`config.mk`:
```
export PLATFORM = sky130hd
export DESIGN_NAME = ms_tick_bank
export DESIGN_NICKNAME = d
export VERILOG_FILES = /design/src/rtl/ms_tick_pkg.sv /design/src/rtl/ms_tick_channel.sv /design/src/rtl/ms_tick_bank.sv
export SDC_FILE = /design/constraint.sdc
export NUM_CORES = 1
export LEC_CHECK = 0
export BUFFER_PORTS_ARGS = -buffer_cell sky130_fd_sc_hd__buf_2
export CAP_MARGIN = 40
export CORE_ASPECT_RATIO = 2
export CORE_UTILIZATION = 47
export CTS_CLUSTER_DIAMETER = 150
export CTS_CLUSTER_SIZE = 40
export DETAILED_ROUTE_END_ITERATION = 10
export PLACE_DENSITY = 0.76
export SYNTH_ARGS = -nofsm -noshare
export SYNTH_HDL_FRONTEND = slang
export SYNTH_SLANG_ARGS = --single-unit
```
`constraint.sdc`:
```
create_clock -name clk -period 4.5 [get_ports clk]
set_input_delay 0.225 -clock clk [delete_from_list [all_inputs] [get_ports clk]]
set_output_delay 0.225 -clock clk [all_outputs]
set_load 0.005 [all_outputs]
```
`src/rtl/ms_tick_pkg.sv`:
```
// Shared types and elaboration-time helpers for the multi-channel ms tick bank.
package ms_tick_pkg;

    typedef enum logic {
        CH_IDLE = 1'b0,
        CH_RUN  = 1'b1
    } ch_state_t;

    // Clocks per base tick; zero when the tick rate is unusable.
    function automatic int calc_presc(input int clk_hz, input int tick_hz);
        if (tick_hz <= 0) begin
            return 0;
        end
        return clk_hz / tick_hz;
    endfunction

    // Width of a counter that runs 0..presc-1.
    function automatic int presc_width(input int presc);
        return (presc < 2) ? 1 : $clog2(presc);
    endfunction

    // The prescaler needs an exact integer ratio and at least two clocks per tick.
    function automatic bit params_ok(input int clk_hz, input int tick_hz);
        if (tick_hz <= 0) begin
            return 1'b0;
        end
        return ((clk_hz % tick_hz) == 0) && ((clk_hz / tick_hz) >= 2);
    endfunction

endpackage

```
`src/rtl/ms_tick_channel.sv`:
```
// One tick-divider channel: counts base ticks and strobes pulse every div ticks.
//
//  state   | meaning
//  --------+-----------------------------------------------------------
//  CH_IDLE | channel stopped, counter cleared, waiting for start
//  CH_RUN  | counting base ticks toward the latched divide value
module ms_tick_channel
    import ms_tick_pkg::*;
#(
    parameter int DIV_W = 16
) (
    input  logic             clk,
    input  logic             rst,
    input  logic             tick_i,
    input  logic             start_i,
    input  logic             stop_i,
    input  logic             oneshot_i,
    input  logic [DIV_W-1:0] div_i,
    output logic             pulse_o,
    output logic             running_o,
    output logic             done_o
);

    localparam logic [DIV_W-1:0] ONE = DIV_W'(1);

    ch_state_t        state_q, state_d;
    logic [DIV_W-1:0] cnt_q, cnt_d;
    logic [DIV_W-1:0] last_q, last_d;   // latched divide value minus one
    logic             os_q, os_d;
    logic             pulse_q, pulse_d;
    logic             done_q, done_d;
    logic             terminal;

    // A tick that lands on the last count of the period completes it.
    assign terminal = tick_i && (cnt_q == last_q);

    // State and datapath registers, cleared asynchronously.
    always_ff @(posedge clk or posedge rst) begin
        if (rst) begin
            state_q <= CH_IDLE;
            cnt_q   <= '0;
            last_q  <= '0;
            os_q    <= 1'b0;
            pulse_q <= 1'b0;
            done_q  <= 1'b0;
        end else begin
            state_q <= state_d;
            cnt_q   <= cnt_d;
            last_q  <= last_d;
            os_q    <= os_d;
            pulse_q <= pulse_d;
            done_q  <= done_d;
        end
    end

    // Next state: start always wins, then stop, then one-shot completion.
    always_comb begin
        state_d = state_q;
        case (state_q)
            CH_IDLE: begin
                if (start_i) begin
                    state_d = CH_RUN;
                end
            end
            CH_RUN: begin
                if (start_i) begin
                    state_d = CH_RUN;
                end else if (stop_i) begin
                    state_d = CH_IDLE;
                end else if (terminal && os_q) begin
                    state_d = CH_IDLE;
                end
            end
            default: state_d = CH_IDLE;
        endcase
    end

    // Counter, latched configuration and strobes; a divide of zero acts as one.
    always_comb begin
        cnt_d     = cnt_q;
        last_d    = last_q;
        os_d      = os_q;
        pulse_d   = 1'b0;
        done_d    = 1'b0;
        running_o = (state_q == CH_RUN);
        if (start_i) begin
            cnt_d  = '0;
            last_d = (div_i == '0) ? '0 : div_i - ONE;
            os_d   = oneshot_i;
        end else if (state_q == CH_RUN) begin
            if (stop_i) begin
                cnt_d = '0;
            end else if (terminal) begin
                cnt_d   = '0;
                pulse_d = 1'b1;
                done_d  = os_q;
            end else if (tick_i) begin
                cnt_d = cnt_q + ONE;
            end
        end
    end

    assign pulse_o = pulse_q;
    assign done_o  = done_q;

endmodule

```
`src/rtl/ms_tick_bank.sv`:
```
// Shared base-tick prescaler feeding NUM_CH independent tick-divider channels.
module ms_tick_bank
    import ms_tick_pkg::*;
#(
    parameter int CLK_FREQ_HZ  = 50_000_000,
    parameter int TICK_FREQ_HZ = 1_000,
    parameter int NUM_CH       = 4,
    parameter int DIV_W        = 16
) (
    input  logic                    clk,
    input  logic                    rst,
    input  logic [NUM_CH-1:0]       start,
    input  logic [NUM_CH-1:0]       stop,
    input  logic [NUM_CH-1:0]       oneshot,
    input  logic [NUM_CH*DIV_W-1:0] div_val,
    output logic                    tick,
    output logic [NUM_CH-1:0]       pulse,
    output logic [NUM_CH-1:0]       running,
    output logic [NUM_CH-1:0]       done
);

    localparam int              PRESC      = calc_presc(CLK_FREQ_HZ, TICK_FREQ_HZ);
    localparam int              PW         = presc_width(PRESC);
    localparam logic [PW-1:0]   PRESC_LAST = PW'(PRESC - 1);

    if (!params_ok(CLK_FREQ_HZ, TICK_FREQ_HZ)) begin : g_param_check
        $error("ms_tick_bank: CLK_FREQ_HZ must be an exact multiple of TICK_FREQ_HZ giving PRESC >= 2");
    end

    logic [PW-1:0] presc_q, presc_d;
    logic          tick_q, tick_d;

    // Free-running prescaler; the tick is registered one clock after the last count.
    always_comb begin
        tick_d  = (presc_q == PRESC_LAST);
        presc_d = tick_d ? '0 : presc_q + PW'(1);
    end

    // Prescaler registers; never re-phased by channel activity.
    always_ff @(posedge clk or posedge rst) begin
        if (rst) begin
            presc_q <= '0;
            tick_q  <= 1'b0;
        end else begin
            presc_q <= presc_d;
            tick_q  <= tick_d;
        end
    end

    assign tick = tick_q;

    for (genvar i = 0; i < NUM_CH; i++) begin : g_ch
        ms_tick_channel #(
            .DIV_W (DIV_W)
        ) u_ch (
            .clk       (clk),
            .rst       (rst),
            .tick_i    (tick_q),
            .start_i   (start[i]),
            .stop_i    (stop[i]),
            .oneshot_i (oneshot[i]),
            .div_i     (div_val[i*DIV_W +: DIV_W]),
            .pulse_o   (pulse[i]),
            .running_o (running[i]),
            .done_o    (done[i])
        );
    end

endmodule

```
# After elaboration in Yosys (flattened, before gate mapping)
# Index checks and enable logic that the tools add are counted.
# Widths: inputs -> output; s select.
dict set report classes {
  muxes 77
  n_addsub 9
  n_bitwise 4
  eq_ne 5
  reduce_logical 24
}
# cell count
set ops {}
lappend ops {{$mux 16} 25}
lappend ops {{$add 16x1->16 const B} 5}
lappend ops {{$eq 16x16->1} 4}
lappend ops {{$logic_not 16->1} 4}
lappend ops {{$sub 16x1->16 const B} 4}
lappend ops {{$mux 1} 48}
lappend ops {{$eq 16x16->1 const B} 1}
lappend ops {{$reduce_bool 4->1} 4}
lappend ops {{$logic_and 1x1->1} 8}
lappend ops {{$pmux 1 s2} 4}
lappend ops {{$reduce_and 2->1} 4}
lappend ops {{$reduce_bool 2->1} 4}
lappend ops {{$not 1->1} 4}
dict set report totals {
  out_inout_bits 13
  wordCells 145
  reg_bits 161
}

# Logic depth before layout (Yosys ltp)
# Gate-level depths: netlist of run 1.
dict set report depth {
  ltp_word 7
  mapped_depth 8
  mapped_depth_nobuf 7
}

# Hierarchy
# A second synthesis of run 1 with hierarchy kept.
dict set report unflattened {
  cells_unflattened 965
  area_unflattened_um2 9434.0
}
# mod cells_per_inst n_inst area_per_inst_um2
set by_module_without_submodules {}
lappend by_module_without_submodules {{ms_tick_channel (g_ch[0].u_ch ...)} 216 3 2097.0}
lappend by_module_without_submodules {{ms_tick_channel (g_ch[3].u_ch)} 248 1 2361.0}
lappend by_module_without_submodules {ms_tick_bank 69 1 782.0}

# Worst setup path after synthesis of run 1
# No wires, ideal clock.
dict set report synth_path {
  path_kind {register to register}
  from {reg g_ch[3].u_ch.cnt_q[0]}
  to {reg g_ch[3].u_ch.cnt_q[14]}
  n_path_buf 0
  stages_incl_launch_ff 8
  arrival_time_ns 2.036
  required_time_ns 4.436
  slack_ns 2.400
  setup_ns 0.064
  path_cell_list {dfrtp_1 > ha_1 > nand3_1 > or3_1 > or3_1 > or3_1 > a21oi_1 > a21o_1}
}
dict set report synth_between {
  elab_chain_len 6
  word_cells_on_any_way 10
  cone_classes {add/sub (1); eq/ne (1); mux (5); reduce/logical (3)}
}
# element line
set synth_rtl {}
lappend synth_rtl {{from (decl)} ms_tick_channel.sv:27} ;# logic [DIV_W-1:0] cnt_q, cnt_d;
lappend synth_rtl {{from (signal assigned)} ms_tick_channel.sv:48} ;# cnt_q <= cnt_d;
lappend synth_rtl {{$add 16x1->16 / $eq 16x16->1 (equally long branches)} {ms_tick_channel.sv:98, ms_tick_channel.sv:35}}
lappend synth_rtl {{$mux 16 / $logic_and 1x1->1 (equally long branches)} {ms_tick_channel.sv:97, ms_tick_channel.sv:35}}
lappend synth_rtl {{$mux 16} ms_tick_channel.sv:93} ;# end else if (terminal) begin
lappend synth_rtl {{$mux 16} ms_tick_channel.sv:91} ;# if (stop_i) begin
lappend synth_rtl {{$mux 16} ms_tick_channel.sv:90} ;# end else if (state_q == CH_RUN) begin
lappend synth_rtl {{$mux 16} ms_tick_channel.sv:86} ;# if (start_i) begin
# Several ways; a longest one is shown, not always the timed one. The select of a mux whose other input is x is not followed.
# A chain may end at the register's enable or synchronous reset.

# Final worst setup path of run 1
# Ends and elaborated chain as after synthesis.

==> results of run 1 <==
==> worst max-delay path: cells and delay by family (launching register included) <==
family,cells,cell delay (ns)
AOI/OAI and AO/OA,2,0.27
adders and majority gates,1,0.28
DFF,1,0.47
and+or+nand+nor,4,1.36
==> stage by stage <==
step | std cells | hold slack, ns | total power [uW]
4_1_cts | 1322 | 0.004372 | 3413
3_3_place_gp | 1286 | 0.3346 | 1930
2_1_floorplan | 975 | 0.3141 | 1812
6_report | 1322 | 0.01536 | 3383
5_1_grt | 1322 | 0.01606 | 3520
3_5_place_dp | 1289 | 0.3292 | 1942
==> sequential cells by signal (all words and copies together), names as in the netlist <==
signal and count:
g_ch.u_ch.running_o 4, g_ch.u_ch.last_q 64, presc_q 16, g_ch.u_ch.cnt_q 64, g_ch.u_ch.pulse_o 4, g_ch.u_ch.done_o 4
g_ch.u_ch.os_q 4, tick 1
==> kinds of logic (layout without fill, tap and decap cells) <==
logic type / Yosys count / after routing
adder cells (fa/ha/maj): 13 / 13
multiplexers: 8 / 8
flip-flops: 161 / 161
buffers and inverters: 119 / 211
XOR/XNOR: 152 / 152
AO/OA/AOI/OAI: 154 / 154
AND/OR/NAND/NOR: 368 / 368
==> layout by cell type (no fill, tap or decap), types with 23 or more instances in the layout <==
cell     count
xnor2_1     87
nand2_1     73
nand4_1     25
nor2_1      79
o22ai_1     47
buf_2       90
dfrtp_1    161
o21ai_0     27
nor4_1      23
xor2_1      65
nand3_1     52
inv_1       78
nor3_1      25
==> layer usage <==
layer	track usage [%]	part of all wire [%]	vias to the layer above
li1	-	-	3534
met1	21.58	36	3466
met5	0	0	-
met4	11.97	4.2	0
met2	42.76	58	146
met3	3.036	2.5	56
==> power by group <==
part	internal [uW]	switching [uW]
Sequential	1510	53.2
Clock	854	617
Combinational	146	199
==> worst max path at each step <==
stage	start	slack [ns]	to	cells past startpoint
finish	g_ch[3].u_ch.cnt_q[0]	2.04	g_ch[3].u_ch.cnt_q[14]	7
global route	g_ch[3].u_ch.cnt_q[0]	1.90	g_ch[3].u_ch.cnt_q[14]	7
CTS	g_ch[3].u_ch.cnt_q[0]	2.05	g_ch[3].u_ch.cnt_q[14]	7
detailed placement	div_val[6]	2.01	g_ch[0].u_ch.last_q[12]	6
global placement	g_ch[3].u_ch.cnt_q[3]	1.91	g_ch[3].u_ch.cnt_q[8]	6
floorplan	rst	2.23	g_ch[0].u_ch.cnt_q[0]	1
==> timing repair <==
item                                    CTS  global route
resized for setup                         0             0
hold buffers                              1             0
endpoints found under the setup margin    0             0
endpoints found under the hold margin    22             0
==> cell type report <==
cell class / instances / area (um2) / area share (%)
Sequential cell: 161 / 4029 / 39.13
Clock buffer: 19 / 452.9 / 4.399
Clock inverter: 13 / 148.9 / 1.446
Inverter: 79 / 300.3 / 2.916
Tap cell: 255 / 319.1 / 3.098
Multi-Input combinational cell: 695 / 4507 / 43.77
Timing Repair Buffer: 100 / 540.5 / 5.249
==> metrics.txt, run 1 <==
status=complete, no violations; vias=between 7k and 8k; final wirelength=20.23 mm; placed cell areas=slightly below 10000 um2; fmax=406.5 MHz; Reg clk slew, reported paths=0.07 ns; most used cell along the critical path=or3_1; post-synthesis mux area share=0.9420%; adder-cell area share of the yosys netlist=1.801%; Starting Density=47.96%; P_leak=0.004501 uW; R2R setup slack=around 2 ns; Post-Syn Area=9032 um2; final setup vio count=0; capturing point of the worst reg2reg path=g_ch[3].u_ch.cnt_q[14]; Post-Syn Nets=about 1.1k; Tot GR Track Use=between 20 and 25%; Worst VDD drop=roughly 280 uV; Worst Path Arrival=2.83 ns; I/O Buffers=90; WL/cell=15.30 um; max-slew violations=0; total iterations of the first detailed-routing run=4; CTS Buf Count=17; clk_lat worst skew=approximately 0.44 ns; Cell Chain, Critical Path=ha_1, nand3_1, or3_1, or3_1, or3_1, a21oi_1, a21o_1; Post-synth EDFFs=0; number of setup buffers added after CTS=0; clk_skew=0.008572 ns; complex-gate fraction of the synthesized area=a little under an eighth; fin nets=1145; Hold Crit Start=div_val[32]; CP Launch Type=flop; DR iter-0 viols=just under 300; Crit Path Max Fanout=6; clock period minus worst slack=2.460 ns; hold endpoint=g_ch[2].u_ch.last_q[0]; sum of negative setup slack=0 ns; final core occ=roughly 55%; Crit-path slowest cell=or3_1; Residual DRC=0; largest net degree at the start of global routing=between 60 and 70; proportion of synthesized chip area in sequential cells=44.60%; crit share post-route=54.66%; Reg2Reg Depth=7; Die Width=100.0 um; fill cell count=1778; r2r startpoint=g_ch[3].u_ch.cnt_q[0]; post-synth cell types=58; FF+latch count, synth=161; Data required, critical path=just under 5 ns; aggregate global routing overflow=0; pwr/cell area=between 300 and 400 nW/um2; RSZ-0062 raised after global routing=no; DRT antenna net count=0; area of the core=18830 um2; max incr delay on CP=0.48 ns; hold crit path type=in2reg; Syn. warnings=0; ys async rst share=100.0%; Synth area leader=dfrtp_1; clock net sink count=161; Place WS=2.008 ns; synth cell count leaders=161 x dfrtp_1, 87 x xnor2_1, 79 x inv_1, 79 x nor2_1, 73 x nand2_1; I/O pins=91; first-pass GRT wire length=33.83 mm; crit path kind=reg2reg; synth top area cells=dfrtp_1 45%, xnor2_1 8.4%, xor2_1 6.3%, inv_1 3.3%, nor2_1 3.3%; Antenna Diode Count=0; GP Congestion=0.9471; most frequent cell after synthesis=dfrtp_1; Worst Max-Slew Pin Slew=0.8269 ns; die height=198.1 um; hold depth=2; layout cells sized above 1=14.81%; clock root buffer=clkbuf_16; final instance area=10300 um2; Top FF cell, synth=dfrtp_1; area grow syn2layout=14.00%; vias in the first global route=7325; TritonCTS clock tree=done; Avg Synthesized Cell Area=approximately 9.3 um2; element type at the critical path end=flop; Rows=71; Total Die Area=19810 um2; initial antenna violation count=0; slew margin rel.=44.67%; XOR/XNOR share of the synthesized area=14.74%; largest family of logic cells by synthesized area=simple AND/OR/NAND/NOR gates; Hold Fails Final Rpt=0; Max Cap Violations=0; Synth Instances=975; Vias/cell=5.448; simple-gate portion of the synthesized area=21.14%; hpwl dp=~15 mm; fin worst setup slack=roughly 2.0 ns; # H-tree levels=4; post-synth top area share=44.60%; CTS max path bufs=2
No activity file was read; power rests on OpenSTA's default activity.
==> run 2, diff against run 1 <==
- PLACE_DENSITY: 0.76 -> 0.74
- clock period: 4.5 -> 2.5 ns (I/O delays scaled with it)
==> run 2 against run 1 <==
Against the previous run:
- combinational power up 89%
- highest routed layer unchanged
- global-route usage up 0.69 points
- final area rose by 1.9%
- largest power group unchanged
- worst setup slack got worse by 1.8 ns
==> metrics.txt, run 2 (synthesis results as in run 1) <==
Hold Fails Final Rpt=0 (unchanged); Pint=4407 uW (was 2514 uW); aggregate global routing overflow=0 (unchanged); Crit Path Max Fanout=6 (unchanged); largest registers=g_ch.u_ch.cnt_q: 64 flops, g_ch.u_ch.last_q: 64 flops, presc_q: 16 flops (unchanged); clock network power share=42.4% (was 43.5%); sum of negative setup slack=0 ns (unchanged); final core occ=55.70% (was 54.68%); Rows=71 (unchanged); Worst VDD drop=426.3 uV (was 283.8 uV); I/O Buffers=90 (unchanged); Total Die Area=19810 um2 (unchanged); slew margin rel.=57.32% (was 44.67%); GP Congestion=0.9204 (was 0.9471); CP Launch Type=flop (unchanged); most common cell after layout, fill and taps aside=dfrtp_1 (unchanged); crit share post-route=90.15% (was 54.66%); Cell Chain, Critical Path=ha_1, nand3_1, or3_1, or3_1, or3_1, a21oi_1, a21o_1 (unchanged); # H-tree levels=4 (unchanged); Starting Density=47.96% (unchanged); sw frac=27.07% (was 25.69%); WP buf/inv=0 (unchanged); fmax=443.7 MHz (was 406.5 MHz); Residual DRC=0 (unchanged); most frequent cells in the layout=161 x dfrtp_1, 90 x buf_2, 87 x xnor2_1 (unchanged); max incr delay on CP=0.44 ns (was 0.48 ns); initial antenna violation count=0 (unchanged); hold crit path type=in2reg (unchanged); Net Sw Power=1636 uW (was 869.1 uW); first-pass GRT wire length=35.09 mm (was 33.83 mm); Die Width=100.0 um (unchanged); DR iter-0 viols=186 (was 289); die height=198.1 um (unchanged); I/O pins=91 (unchanged); WL/cell=15.43 um (was 15.30 um); status=complete, no violations (unchanged); vias in the first global route=7487 (was 7325); clock period minus worst slack=2.254 ns (was 2.460 ns); final setup vio count=0 (unchanged); Crit-path slowest cell=dfrtp_1 (was or3_1); Max Cap Violations=0 (unchanged); fin nets=1169 (was 1145); layout cells sized above 1=15.58% (was 14.81%); RSZ-0062 raised after global routing=no (unchanged); Vias/cell=5.418 (was 5.448); Comb power frac=10.8% (was 10.2%); number of setup buffers added after CTS=0 (unchanged); clock net sink count=161 (unchanged); Tot GR Track Use=22.60% (was 21.91%); Worst Path Arrival=2.63 ns (was 2.83 ns); clk_skew=0.01082 ns (was 0.008572 ns); Antenna Diode Count=0 (unchanged); clock root buffer=clkbuf_16 (unchanged); total iterations of the first detailed-routing run=5 (was 4); TritonCTS clock tree=done (unchanged); final wirelength=20.77 mm (was 20.23 mm); element type at the critical path end=flop (unchanged); DRT antenna net count=0 (unchanged); area of the core=18830 um2 (unchanged); max-slew violations=0 (unchanged); most used cell along the critical path=or3_1 (unchanged); crit path kind=reg2reg (unchanged); P_leak=0.004623 uW (was 0.004501 uW); vias=7292 (was 7202); Seq pwr share=46.7% (was 46.3%); area grow syn2layout=16.14% (was 14.00%); Reg clk slew, reported paths=0.07 ns (about the same); clk_lat worst skew=0.43 ns (was 0.44 ns); Worst Max-Slew Pin Slew=0.6344 ns (was 0.8269 ns); CTS Buf Count=17 (unchanged); Final Hold Slack=0.009704 ns (was 0.01536 ns); CP delay by family, top=simple AND/OR/NAND/NOR gates (unchanged); CTS max path bufs=2 (unchanged); largest net degree at the start of global routing=106 (was 69); pwr/cell area=576.1 nW/um2 (was 328.5 nW/um2); hpwl dp=15.55 mm (was 15.41 mm); Data required, critical path=2.87 ns (was 4.88 ns)
## run 2: changes by cell type in the layout (fill, tap and decap cells not counted), sizes merged
cell	change
buf	+12
bufinv	-1
clkbuf	-2
inv	+2
clkinvlp	-5
clkinv	+6
dlygate4sd3	+12
## run 2: per-stage QoR
step	setup WS, ns	area (um2)	cells	total power [uW]
floorplan	0.3322	9036	975	3262
global placement	0.2849	9788	1301	3501
detailed placement	0.2761	9788	1301	3517
CTS	0.2445	10490	1346	6094
global route	0.05855	10490	1346	6279
finish	0.2462	10490	1346	6043
## run 2: path summary, 6_finish.rpt
kind	from	to	slack (ns)	cells past startpoint
setup / recovery	g_ch[3].u_ch.cnt_q[0]	g_ch[3].u_ch.cnt_q[14]	0.25	7
min in group asynchronous	rst	g_ch[0].u_ch.running_o	0.21	3
hold reg to reg	presc_q[13]	presc_q[13]	0.50	1
setup reg to reg	g_ch[3].u_ch.cnt_q[0]	g_ch[3].u_ch.cnt_q[14]	0.25	7
hold / removal	div_val[28]	g_ch[1].u_ch.last_q[12]	0.01	3
max in group asynchronous	rst	g_ch[1].u_ch.cnt_q[5]	1.42	4
## run 2: area by class of cell
cell class	count	area [um2]
timing repair buffer	124	763.2
fill	1752	8343
clock inverter	15	146.4
sequential	161	4029
inverter	79	300.3
multi-input combinational	695	4507
clock buffer	17	425.4
tap	255	319.1
## run 2: what timing repair did
action                                 in CTS  in global routing
hold buffers                               13                  0
setup endpoints to repair                   0                  0
endpoints found under the hold margin      24                  0
resized for setup                           0                  0
## run 2: worst register-to-register path: cells and delay by family (launching register included)
| family | cells | cell delay, ns |
|---|---|---|
| flip-flops | 1 | 0.44 |
| AO/OA/AOI/OAI | 2 | 0.24 |
| AND/OR/NAND/NOR | 4 | 1.29 |
| adder cells (fa/ha/maj) | 1 | 0.23 |
## run 2: power groups by stage
stage | logic (uW) | registers [uW] | clock network [uW]
after CTS | 663 | 2820 | 2610
after detailed placement | 644 | 2870 | 0
after floorplan | 421 | 2840 | 0
after global placement | 631 | 2870 | 0
final | 655 | 2820 | 2560
after global routing | 738 | 2840 | 2710
## run 2: layer usage
metal	global-route usage [%]	up-vias	share of wire, %
met4	11.16	0	4.1
met3	3.636	50	1.8
met5	0	-	0
met2	43.42	138	57
li1	-	3581	-
met1	23.07	3523	37
